===== config.mk =====
export PLATFORM = sky130hd
export DESIGN_NAME = pipeline_alu_unit
export DESIGN_NICKNAME = d
export VERILOG_FILES = /design/src/rtl/pipeline_alu_pkg.sv /design/src/rtl/pipeline_alu_exec.sv /design/src/rtl/pipeline_alu_unit.sv
export SDC_FILE = /design/constraint.sdc
export NUM_CORES = 1
export LEC_CHECK = 0
export ABC_CLOCK_PERIOD_IN_PS = 6300
export BUFFER_PORTS_ARGS = -buffer_cell sky130_fd_sc_hd__buf_4
export CAP_MARGIN = 20
export CORE_AREA = 10 10 240 242
export DETAILED_ROUTE_END_ITERATION = 10
export DIE_AREA = 0 0 250 252
export GPL_TIMING_DRIVEN = 0
export SYNTH_ARGS = -nofsm -noshare
export SYNTH_HDL_FRONTEND = slang
export SYNTH_SLANG_ARGS = --single-unit

===== constraint.sdc =====
create_clock -name clk -period 6.3 [get_ports clk]
set_input_delay 1.575 -clock clk [delete_from_list [all_inputs] [get_ports clk]]
set_output_delay 1.575 -clock clk [all_outputs]
set_load 0.03 [all_outputs]

===== src/rtl/pipeline_alu_pkg.sv =====
// Shared types and widths for the 4-stage register-to-memory ALU pipeline.
// Stage bundles carry operands and results between the fetch, exec, writeback and store stages.
package pipeline_alu_pkg;

    localparam int DATA_W = 16;
    localparam int REG_AW = 4;
    localparam int MEM_AW = 8;
    localparam int FUNC_W = 4;

    typedef enum logic [FUNC_W-1:0] {
        ADD  = 4'd0,
        SUB  = 4'd1,
        MUL  = 4'd2,
        MOVA = 4'd3,
        MOVB = 4'd4,
        AND  = 4'd5,
        OR   = 4'd6,
        XOR  = 4'd7,
        NEGA = 4'd8,
        NEGB = 4'd9,
        SRL  = 4'd10,
        SLA  = 4'd11
    } func_e;

    typedef struct packed {
        logic [DATA_W-1:0] a;
        logic [DATA_W-1:0] b;
        logic [REG_AW-1:0] rd;
        logic [FUNC_W-1:0] func;
        logic [MEM_AW-1:0] addr;
    } s1_t;

    typedef struct packed {
        logic [DATA_W-1:0] z;
        logic [REG_AW-1:0] rd;
        logic [MEM_AW-1:0] addr;
    } s2_t;

    typedef struct packed {
        logic [DATA_W-1:0] z;
        logic [MEM_AW-1:0] addr;
    } s3_t;

endpackage


===== src/rtl/pipeline_alu_exec.sv =====
// Combinational ALU for the exec stage; arithmetic wraps, opcodes 12-15 yield zero.
module pipeline_alu_exec
    import pipeline_alu_pkg::*;
(
    input  logic [DATA_W-1:0] a,
    input  logic [DATA_W-1:0] b,
    input  logic [FUNC_W-1:0] func,
    output logic [DATA_W-1:0] result
);

    always_comb begin
        result = '0;
        case (func)
            ADD:     result = a + b;
            SUB:     result = a - b;
            MUL:     result = a * b;
            MOVA:    result = a;
            MOVB:    result = b;
            AND:     result = a & b;
            OR:      result = a | b;
            XOR:     result = a ^ b;
            NEGA:    result = '0 - a;
            NEGB:    result = '0 - b;
            SRL:     result = a >> 1;
            SLA:     result = a << 1;
            default: result = '0;
        endcase
    end

endmodule


===== src/rtl/pipeline_alu_unit.sv =====
// 4-stage ALU pipeline: operand fetch, exec, regbank writeback, memory store.
// Define FORWARD_EN to bypass the same-edge writeback value into operand fetch.
module pipeline_alu_unit
    import pipeline_alu_pkg::*;
(
    input  logic              clk,
    input  logic              rst,
    input  logic [REG_AW-1:0] rs1,
    input  logic [REG_AW-1:0] rs2,
    input  logic [REG_AW-1:0] rd,
    input  logic [FUNC_W-1:0] func,
    input  logic [MEM_AW-1:0] addr,
    output logic [DATA_W-1:0] Z
);

    logic [DATA_W-1:0] regbank [0:(1<<REG_AW)-1];
    logic [DATA_W-1:0] mem [0:(1<<MEM_AW)-1];

    s1_t s1;
    s2_t s2;
    s3_t s3;

    logic [DATA_W-1:0] ra;
    logic [DATA_W-1:0] rb;
    logic [DATA_W-1:0] alu_z;

    pipeline_alu_exec u_exec (
        .a      (s1.a),
        .b      (s1.b),
        .func   (s1.func),
        .result (alu_z)
    );

    always_comb begin
        ra = regbank[rs1];
        rb = regbank[rs2];
`ifdef FORWARD_EN
        if (rs1 == s2.rd) ra = s2.z;
        if (rs2 == s2.rd) rb = s2.z;
`endif
    end

    // Arrays are not reset, but writes are suppressed while rst is high.
    always_ff @(posedge clk or posedge rst) begin
        if (rst) begin
            s1 <= '0;
            s2 <= '0;
            s3 <= '0;
            Z  <= '0;
        end else begin
            s1 <= '{a: ra, b: rb, rd: rd, func: func, addr: addr};
            s2 <= '{z: alu_z, rd: s1.rd, addr: s1.addr};
            s3 <= '{z: s2.z, addr: s2.addr};
            Z  <= s3.z;
            regbank[s2.rd] <= s2.z;
            mem[s3.addr]   <= s3.z;
        end
    end

endmodule


* Yosys cells after proc, flatten, opt, wreduce, memory -nomap -nowiden
Memory sizes are Yosys's and may differ from the RTL's. A register that Yosys moved wholly into a read port is not among the register bits. Cells that the tools add are included.
Storage, ports and cells: register bits 60, bits in writable memories 256, input bits 26, output and inout port bits 16, word-level logic and storage cells 29, memories kept 1
Memory list:
- regbank | words 16, width 16, read ports 2, clocked after Yosys merged registers in 2, write ports 1, RTL line pipeline_alu_unit.sv:16 | logic [DATA_W-1:0] regbank [0:(1<<REG_AW)-1];
Operators by class: $add $sub $neg 4, multipliers 1, eq/ne operators 11, muxes and demuxes 2, bitwise gates (word level) 3, reductions and logical operators 1
Operators with widths (number):
- $pmux 16 s12 | 1
- $sub 1x16->16 const A | 2
- $add 16x16->16 | 1
- $and 16x16->16 | 1
- $eq 4x3->1 const B | 4
- $eq 4x4->1 const B | 4
- $mul 16x16->16 | 1
- $or 16x16->16 | 1
- $sub 16x16->16 | 1
- $xor 16x16->16 | 1
- $eq 4x2->1 const B | 2
- $eq 4x1->1 const B | 1
- $logic_not 4->1 | 1
- $mux 1 | 1

* Logic depth before layout (Yosys ltp)
Gate-level depths: netlist (run 1).
depth in word-level cells 2, gate-level depth with buffers 22, mapped depth without buffers 20

* Hierarchy
From an unflattened synthesis (run 1), not the netlist that was laid out.
Unflattened totals: cells, all modules 1546, area total of the unflattened synthesis 20875.0 µm²
By module, submodules not included:
- pipeline_alu_unit | times used 1, cells an instance 652, area each 13994.7 µm², sequential area each 9989.6 µm²
- pipeline_alu_exec | times used 1, cells an instance 894, area each 6880.3 µm², sequential area each 0.0 µm²

* Least setup slack after synthesis (run 1)
No wires, ideal clock.
kind input to register, start point input rst, end point memory regbank[10][0], enable pin, library setup time 0.409 ns, arrival time 5.181 ns, data required time 5.891 ns, path slack 0.709 ns, stages 3, path buffers 0, cells stage by stage inv_1 > nand3_1 > nor3_1
Between the ends: cells in the longest elaborated chain, start to end 1
Ends and longest elaborated chain:
- from (decl) | RTL line pipeline_alu_unit.sv:7 | input logic rst,
- $mux 1
- to (decl) | RTL line pipeline_alu_unit.sv:16
No other way between the ends.

* Worst setup path in the final report (run 1)
start point register, netlist name s1[24], end point register s2[26] in the netlist's numbering
Between the ends: cells in the longest elaborated chain, start to end 2, elaborated cells between the ends (all ways) 5, classes of those cells 3 x add/sub; 1 x mul; 1 x mux
Ends and longest elaborated chain:
- $mul 16x16->16, or another cell as far along | RTL line pipeline_alu_exec.sv:16 | MUL: result = a * b;
- $pmux 16 s12 * | RTL line pipeline_alu_exec.sv:13 | case (func)
- net alu_z[14] | RTL line pipeline_alu_unit.sv:25 | logic [DATA_W-1:0] alu_z;
- to (signal assigned) | RTL line pipeline_alu_unit.sv:52 | s2 <= '{z: alu_z, rd: s1.rd, addr: s1.addr};
- to (decl) | RTL line pipeline_alu_unit.sv:20 | s2_t s2;
Mark *: on every way through the listed nets, which the timed path passes. The rest lies on a longest branch.

==> key figures, run 1 <==
Place
  • Placer congestion estimate: approximately 0.95
  • Area after DPL: between 20,000 and 25,000 µm²
  • DPL Wire Length: 48,500 µm
  • Port bufs: 25
  • DP Cell Count: 2,264

Logic synthesis
  • Compound-Gate Fraction of Synth Area: 5.60%
  • Post-synth EDFFs: 256
  • Yosys cell types: 72
  • Syn Nets: 1,733
  • Ys Warns: 0
  • Multiplexer share of the synthesized area: 18.2%
  • Synthesized cell area: 21,000 µm²
  • Syn Inst Count: 1,528
  • Synthesized area per cell: 13.7 µm²
  • Ys flop type: edfxtp_1
  • Main combinational cell family by area after synthesis: multiplexers
  • Sequential-to-total area share from yosys stat: 47.7%
  • Adder-cell share of the synthesized area: between 10% and 20%
  • FFs w/ async S/R, synth: 26.4%
  • XOR/XNOR share of the synthesized area: 3.36%
  • Simple-gate share of the synthesized area: roughly 7.1%
  • Synth Register Bits: 348

Setup path
  • Flop-to-flop setup slack: between 0.15 and 0.2 ns
  • Worst reg2reg path depth: 20
  • Kind of critical path: flip-flop to flip-flop
  • CP peak stage delay: 0.70 ns
  • WP depth: 20
  • Crit path max-delay family: adder cells
  • Crit path arrival time: 6.46 ns
  • Worst Path Buf+Inv: 6
  • Worst endpoint required time: 6.66 ns
  • Crit start category: flip-flop
  • R2r startpoint: s1[24]$_DFF_PP0_
  • CP startpoint: s1[24]$_DFF_PP0_
  • R2r endpoint: s2[26]$_DFF_PP0_
  • Slowest cell on crit path: clkbuf_1
  • Crit-path cells: clkbuf_1 > inv_1 > nor2_1 > fa_1 > ha_1 > inv_1 > fa_1 > fa_1 > inv_1 > fa_1 > inv_1 > fa_1 > inv_1 > ha_1 > o21ai_0 > nand2b_1 > a21oi_1 > a21oi_1 > xnor2_2 > o221ai_1
  • Max FO, Critical Path: 10
  • CP Capture Point: s2[26]$_DFF_PP0_
  • Worst setup EP type: flip-flop

CTS
  • Worst-path clk slew: around 0.060 ns
  • H-tree levels: 2
  • CTS root buffer: clkbuf_16
  • Clock tree buffer depth: 3
  • CTS Hold Bufs: 0
  • Clk Latency, worst-skew pair: 0.54 ns
  • CTS tree: yes
  • CTS Sinks: roughly 350
  • Total CTS buffers: 35

Hold path
  • HP Class: flip-flop to flip-flop

Route
  • Routed vias/inst: 5.86
  • Routed Antenna Nets: 0
  • Via Count: 13,700
  • Routed WL: 65,600 µm
  • Drt initial violations: 1,333
  • 1st-pass router iterations: 6
  • Wirelength per Cell: 28.2 µm
  • DRC Markers: 0

GRT
  • Grt total ovfl: 0
  • Initial antenna violation count: 0
  • First-pass GRT wire length: slightly below 100,000 µm
  • Number of global-route vias before repair: 14,300
  • GR Util All Layers: a little over 20%
  • Largest net degree at the start of global routing: 66

Timing
  • Setup Skew: 0.0249 ns
  • Min Tclk post-route: roughly 6.1 ns
  • Final hold violation count: 0
  • Worst Tran Pin Value: 1.16 ns
  • Max-slew headroom: about 22%
  • Max-slew violations: 0
  • Final worst-path cycle share: a little over nine tenths
  • FMAX: 164 MHz
  • RSZ-0062 raised after global routing: true
  • # setup viols final: 0

Cells and area
  • Final instance area: 23,600 µm²
  • Layout Cells excl Fill: 2,330
  • Ant. Diodes: 0
  • Area growth from synthesis to layout: 12.6%
  • Share of post-route cells with drive strength above 1: 20.6%
  • Nets: 1,820
  • Fillers: between 4,000 and 5,000

Floorplanning
  • Initial core utilization: 40.0%
  • Die area: ~63,000 µm²
  • Die Wd: 250 µm
  • Area of the core: 52,400 µm²
  • DIE HEIGHT: approximately 250 µm
  • Boundary Pins: 42
  • Std cell rows: 84

Power
  • P_sw: 0.00462 W
  • Cell Pwr Density: 466 nW/µm²
  • Switching share of power: 42.0%
  • VDD IR-drop max: roughly 0.54 mV
  • Clk network pwr share: 18.6%
  • Leak: between 8 and 9 nW
  • P_int: 0.00638 W
  • Combinational Power Share: between 50% and 60%
  • Seq pwr share: 28.0%

Flow run
  • Max-cap viol count: 0

Status
  • Outcome: completed
==> worst min-delay path by stage <==
stage                      from         endpoint  slack, ns  cells after the start
2_1_floorplan   s3[8]$_DFF_PP0_   Z[0]$_DFF_PP0_       0.33                      0
3_3_place_gp    s3[8]$_DFF_PP0_   Z[0]$_DFF_PP0_       0.33                      0
3_5_place_dp    s3[8]$_DFF_PP0_   Z[0]$_DFF_PP0_       0.34                      0
4_1_cts        s3[21]$_DFF_PP0_  Z[13]$_DFF_PP0_       0.34                      0
5_1_grt         s3[8]$_DFF_PP0_   Z[0]$_DFF_PP0_       0.35                      0
6_report       s3[21]$_DFF_PP0_  Z[13]$_DFF_PP0_       0.34                      0
==> metal layers <==
layer	vias to the layer above	global-route usage, %	share of wire [%]
met2	549	35.8	50
met1	7153	25.7	39
met5	-	0	0
met3	135	2.80	6.5
li1	5827	-	-
met4	0	8.73	4.3
==> per-stage QoR <==
step	power [W]	TNS, ns	hold slack [ns]	utilization [%]	setup WS, ns
after floorplan	0.00700	0	0.331	-	0.709
after global routing	0.0118	-0.000383	0.351	45.0	-0.000383
after detailed placement	0.00881	-1.51	0.336	42.7	-0.476
after CTS	0.0109	0	0.340	44.9	0.0112
after global placement	0.00873	-78.84	0.331	42.0	-2.01
final	0.0110	0	0.340	45.0	0.195
==> power by group through the flow <==
stage / clock (W) / combinational [W] / sequential, W
after floorplan: 0 / 0.00393 / 0.00307
after global placement: 0 / 0.00562 / 0.00311
after detailed placement: 0 / 0.00569 / 0.00312
after CTS: 0.00208 / 0.00575 / 0.00308
after global routing: 0.00216 / 0.00652 / 0.00311
final: 0.00204 / 0.00587 / 0.00308
==> cell families (layout without fill, tap and decap cells) <==
kind of cell,count (synthesis),after routing
flops,348,348
fa+ha+maj,179,179
buf+inv,243,357
mux,181,181
simple gates,325,325
xor+xnor,78,78
compound gates,174,174
==> synthesized netlist by cell type, types with 22 or more instances <==
cell type	count	area share, %
nor3_1	22	0.53
xnor2_1	59	2.5
nor2_1	120	2.1
fa_1	81	7.7
clkbuf_1	56	1.0
o21ai_0	30	0.72
edfxtp_1	256	37
inv_1	147	2.6
mux4_2	160	17
dfrtp_1	92	11
nand2_1	111	2.0
a21oi_1	43	1.0
ha_1	98	5.8
==> worst register-to-register path, cell delays in order, from the launching register on <==
cell      delay (ns)
dfrtp_1         0.42
clkbuf_1        0.70
inv_1           0.24
nor2_1          0.26
fa_1            0.46
ha_1            0.19
inv_1           0.07
fa_1            0.43
fa_1            0.54
inv_1           0.05
fa_1            0.47
inv_1           0.05
fa_1            0.47
inv_1           0.04
ha_1            0.35
o21ai_0         0.20
nand2b_1        0.08
a21oi_1         0.14
a21oi_1         0.08
xnor2_2         0.18
o221ai_1        0.51
==> layout by cell type (no fill, tap or decap), types with 12 or more instances in the layout <==
cell type	instances
a21oi_1	42
buf_2	20
buf_4	31
buf_8	13
clkbuf_1	56
clkbuf_16	36
clkbuf_2	12
dfrtp_1	89
edfxtp_1	256
fa_1	81
ha_1	98
inv_1	144
mux2i_1	21
mux4_2	160
nand2_1	111
nand2b_1	13
nor2_1	108
nor2_2	12
nor3_1	18
o21ai_0	30
xnor2_1	58
xor2_1	17
==> what timing repair did <==
action | CTS | global route
setup buffers | 0 | 3
endpoints found under the setup margin | 6 | 4
resized for setup | 9 | 29
pin swaps | 0 | 1
==> flip-flops by register name (all words and copies together), names as in the netlist <==
register and count:
s1 40, s3 16, s2 20, Z 16, regbank 256
==> cell type report <==
type	instances	area, µm²	area share, %
Inverter	154	598	2.53
Clock buffer	54	1010	4.27
Multi-Input combinational cell	937	10100	42.7
Timing Repair Buffer	51	547	2.32
Sequential cell	348	9990	42.3
Clock inverter	10	116	0.493
Buffer	88	393	1.66
Tap cell	688	861	3.65
Power figures use the tool's default switching activity.
==> inputs of run 2 (changes only) <==
ABC_CLOCK_PERIOD_IN_PS = unset   (was 6300)
REMOVE_ABC_BUFFERS = 1   (was unset)
==> key figures, run 2 (synthesized netlist as in run 1, its figures left out) <==
Setup path
  • Worst setup EP type: flip-flop
  • Max FO, Critical Path: 16
  • Crit start category: flip-flop
  • Kind of critical path: flip-flop to flip-flop
  • Flop-to-flop setup slack: 0.28 ns
  • Worst endpoint required time: between 6 and 7 ns
  • Crit path arrival time: ~6.4 ns

Timing
  • RSZ-0062 raised after global routing: false
  • Worst Tran Pin Value: 1.12 ns
  • Max-slew violations: 0
  • Final hold violation count: 0
  • FMAX: 166 MHz
  • # setup viols final: 0
  • Setup Skew: around 0.021 ns
  • Min Tclk post-route: roughly 6.0 ns
  • Max-slew headroom: 25.3%
  • Final worst-path cycle share: ~96%

GRT
  • GR Util All Layers: about 18%
  • First-pass GRT wire length: 86,900 µm
  • Largest net degree at the start of global routing: 68
  • Grt total ovfl: 0
  • Number of global-route vias before repair: 13,700
  • Initial antenna violation count: 2

Power
  • Leak: 8.75 nW
  • Overall Power: 0.0106 W
  • Cell Pwr Density: 456 nW/µm²
  • VDD IR-drop max: 0.564 mV

CTS
  • H-tree levels: 2
  • Worst-path clk slew: 0.06 ns
  • Clk Latency, worst-skew pair: 0.53 ns
  • CTS tree: yes
  • CTS Sinks: 348
  • Clock tree buffer depth: 3
  • Total CTS buffers: 34
  • CTS root buffer: clkbuf_16

Cells and area
  • Nets: between 1,500 and 2,000
  • Fin util: 44.5%
  • Commonest non-fill, non-tap cell in the layout: edfxtp_1
  • Register area: 10,000 µm²
  • Layout Cells excl Fill: about 2,200
  • Area growth from synthesis to layout: 11.3%
  • Share of post-route cells with drive strength above 1: 20.3%
  • Multi-input logic area: 10,100 µm²
  • Ant. Diodes: 0
  • Largest regs: regbank: 256 flops, s1: 40 flops, s2: 20 flops
  • Largest Register: regbank
  • Fillers: 4,657
  • Max FFs per register: 256
  • Most frequent cells in the layout: edfxtp_1 (256), mux4_2 (160), inv_1 (146)

Hold path
  • HP Class: flip-flop to flip-flop

Floorplanning
  • Die area: 63,000 µm²
  • Boundary Pins: 42
  • DIE HEIGHT: between 200 and 300 µm
  • Area of the core: 52,400 µm²
  • Initial core utilization: around two fifths
  • Die Wd: 250 µm
  • Std cell rows: 84

Route
  • Wirelength per Cell: 25.4 µm
  • DRC Markers: 0
  • Routed WL: 57,100 µm
  • Drt initial violations: 1,337
  • Routed Antenna Nets: 0
  • Routed vias/inst: 5.83
  • Via Count: between 10,000 and 15,000
  • 1st-pass router iterations: 5

Place
  • Placer congestion estimate: 0.944
  • Port bufs: 33
  • DP Cell Count: between 2,000 and 2,500
  • DPL Wire Length: 39,500 µm

Flow run
  • Max-cap viol count: 0

Status
  • Outcome: completed
-- run 2: area by class of cell --
class                      count  share of cell area, %
clock inverter                13                  0.424
sequential                   348                   42.9
clock buffer                  48                   4.05
timing repair buffer          59                   3.19
tap                          688                   3.69
inverter                     154                   2.56
multi-input combinational    937                   43.2
-- run 2: per-layer routing --
layer	share of wire, %	track usage [%]	routed length, µm
met5	0.030	0	17
met4	3.6	6.88	2060
met3	6.1	2.02	3500
met2	48	29.7	27500
met1	42	24.1	24000
-- run 2: where the power goes --
part | internal (W) | switching (W)
clock network | 0.00109 | 0.000830
logic | 0.00228 | 0.00327
registers | 0.00281 | 0.000366
-- run 2: worst max-delay path, cell delays in order (launching register included) --
cell	delay, ns
dfrtp_1	0.88
inv_1	0.36
nor2_1	0.21
fa_1	0.46
fa_1	0.49
ha_1	0.20
fa_1	0.47
inv_1	0.05
fa_1	0.49
fa_1	0.49
inv_1	0.04
ha_1	0.33
a21o_1	0.19
a21oi_1	0.13
o22ai_1	0.14
a311oi_1	0.36
xnor2_1	0.26
nand2_1	0.11
o211ai_1	0.22
-- run 2: worst paths after layout --
kind                       depth (start not counted)                to        startpoint
hold / removal                                     0   Z[12]$_DFF_PP0_  s3[20]$_DFF_PP0_
hold reg to reg                                    0   Z[12]$_DFF_PP0_  s3[20]$_DFF_PP0_
max in group asynchronous                          3  s1[20]$_DFF_PP0_               rst
min in group asynchronous                          2  s2[10]$_DFF_PP0_               rst
setup reg to reg                                  18  s2[25]$_DFF_PP0_  s1[36]$_DFF_PP0_
setup / recovery                                  18  s2[25]$_DFF_PP0_  s1[36]$_DFF_PP0_
-- run 2: stage by stage --
step / TNS [ns] / area [µm²] / setup WS, ns / hold slack (ns)
6_report: 0 / 23300 / 0.282 / 0.343
5_1_grt: 0 / 23300 / 0.0123 / 0.355
4_1_cts: 0 / 23300 / 0.142 / 0.343
3_5_place_dp: -0.386 / 22300 / -0.138 / 0.336
3_3_place_gp: -91.93 / 21700 / -2.16 / 0.332
2_1_floorplan: 0 / 20600 / 0.709 / 0.331
-- run 2: repair_timing --
item / in CTS / in global routing
gates resized for setup: 3 / 13
gates cloned: 0 / 0
setup endpoints to repair: 5 / 5
hold buffers: 0 / 0
setup buffers: 0 / 0
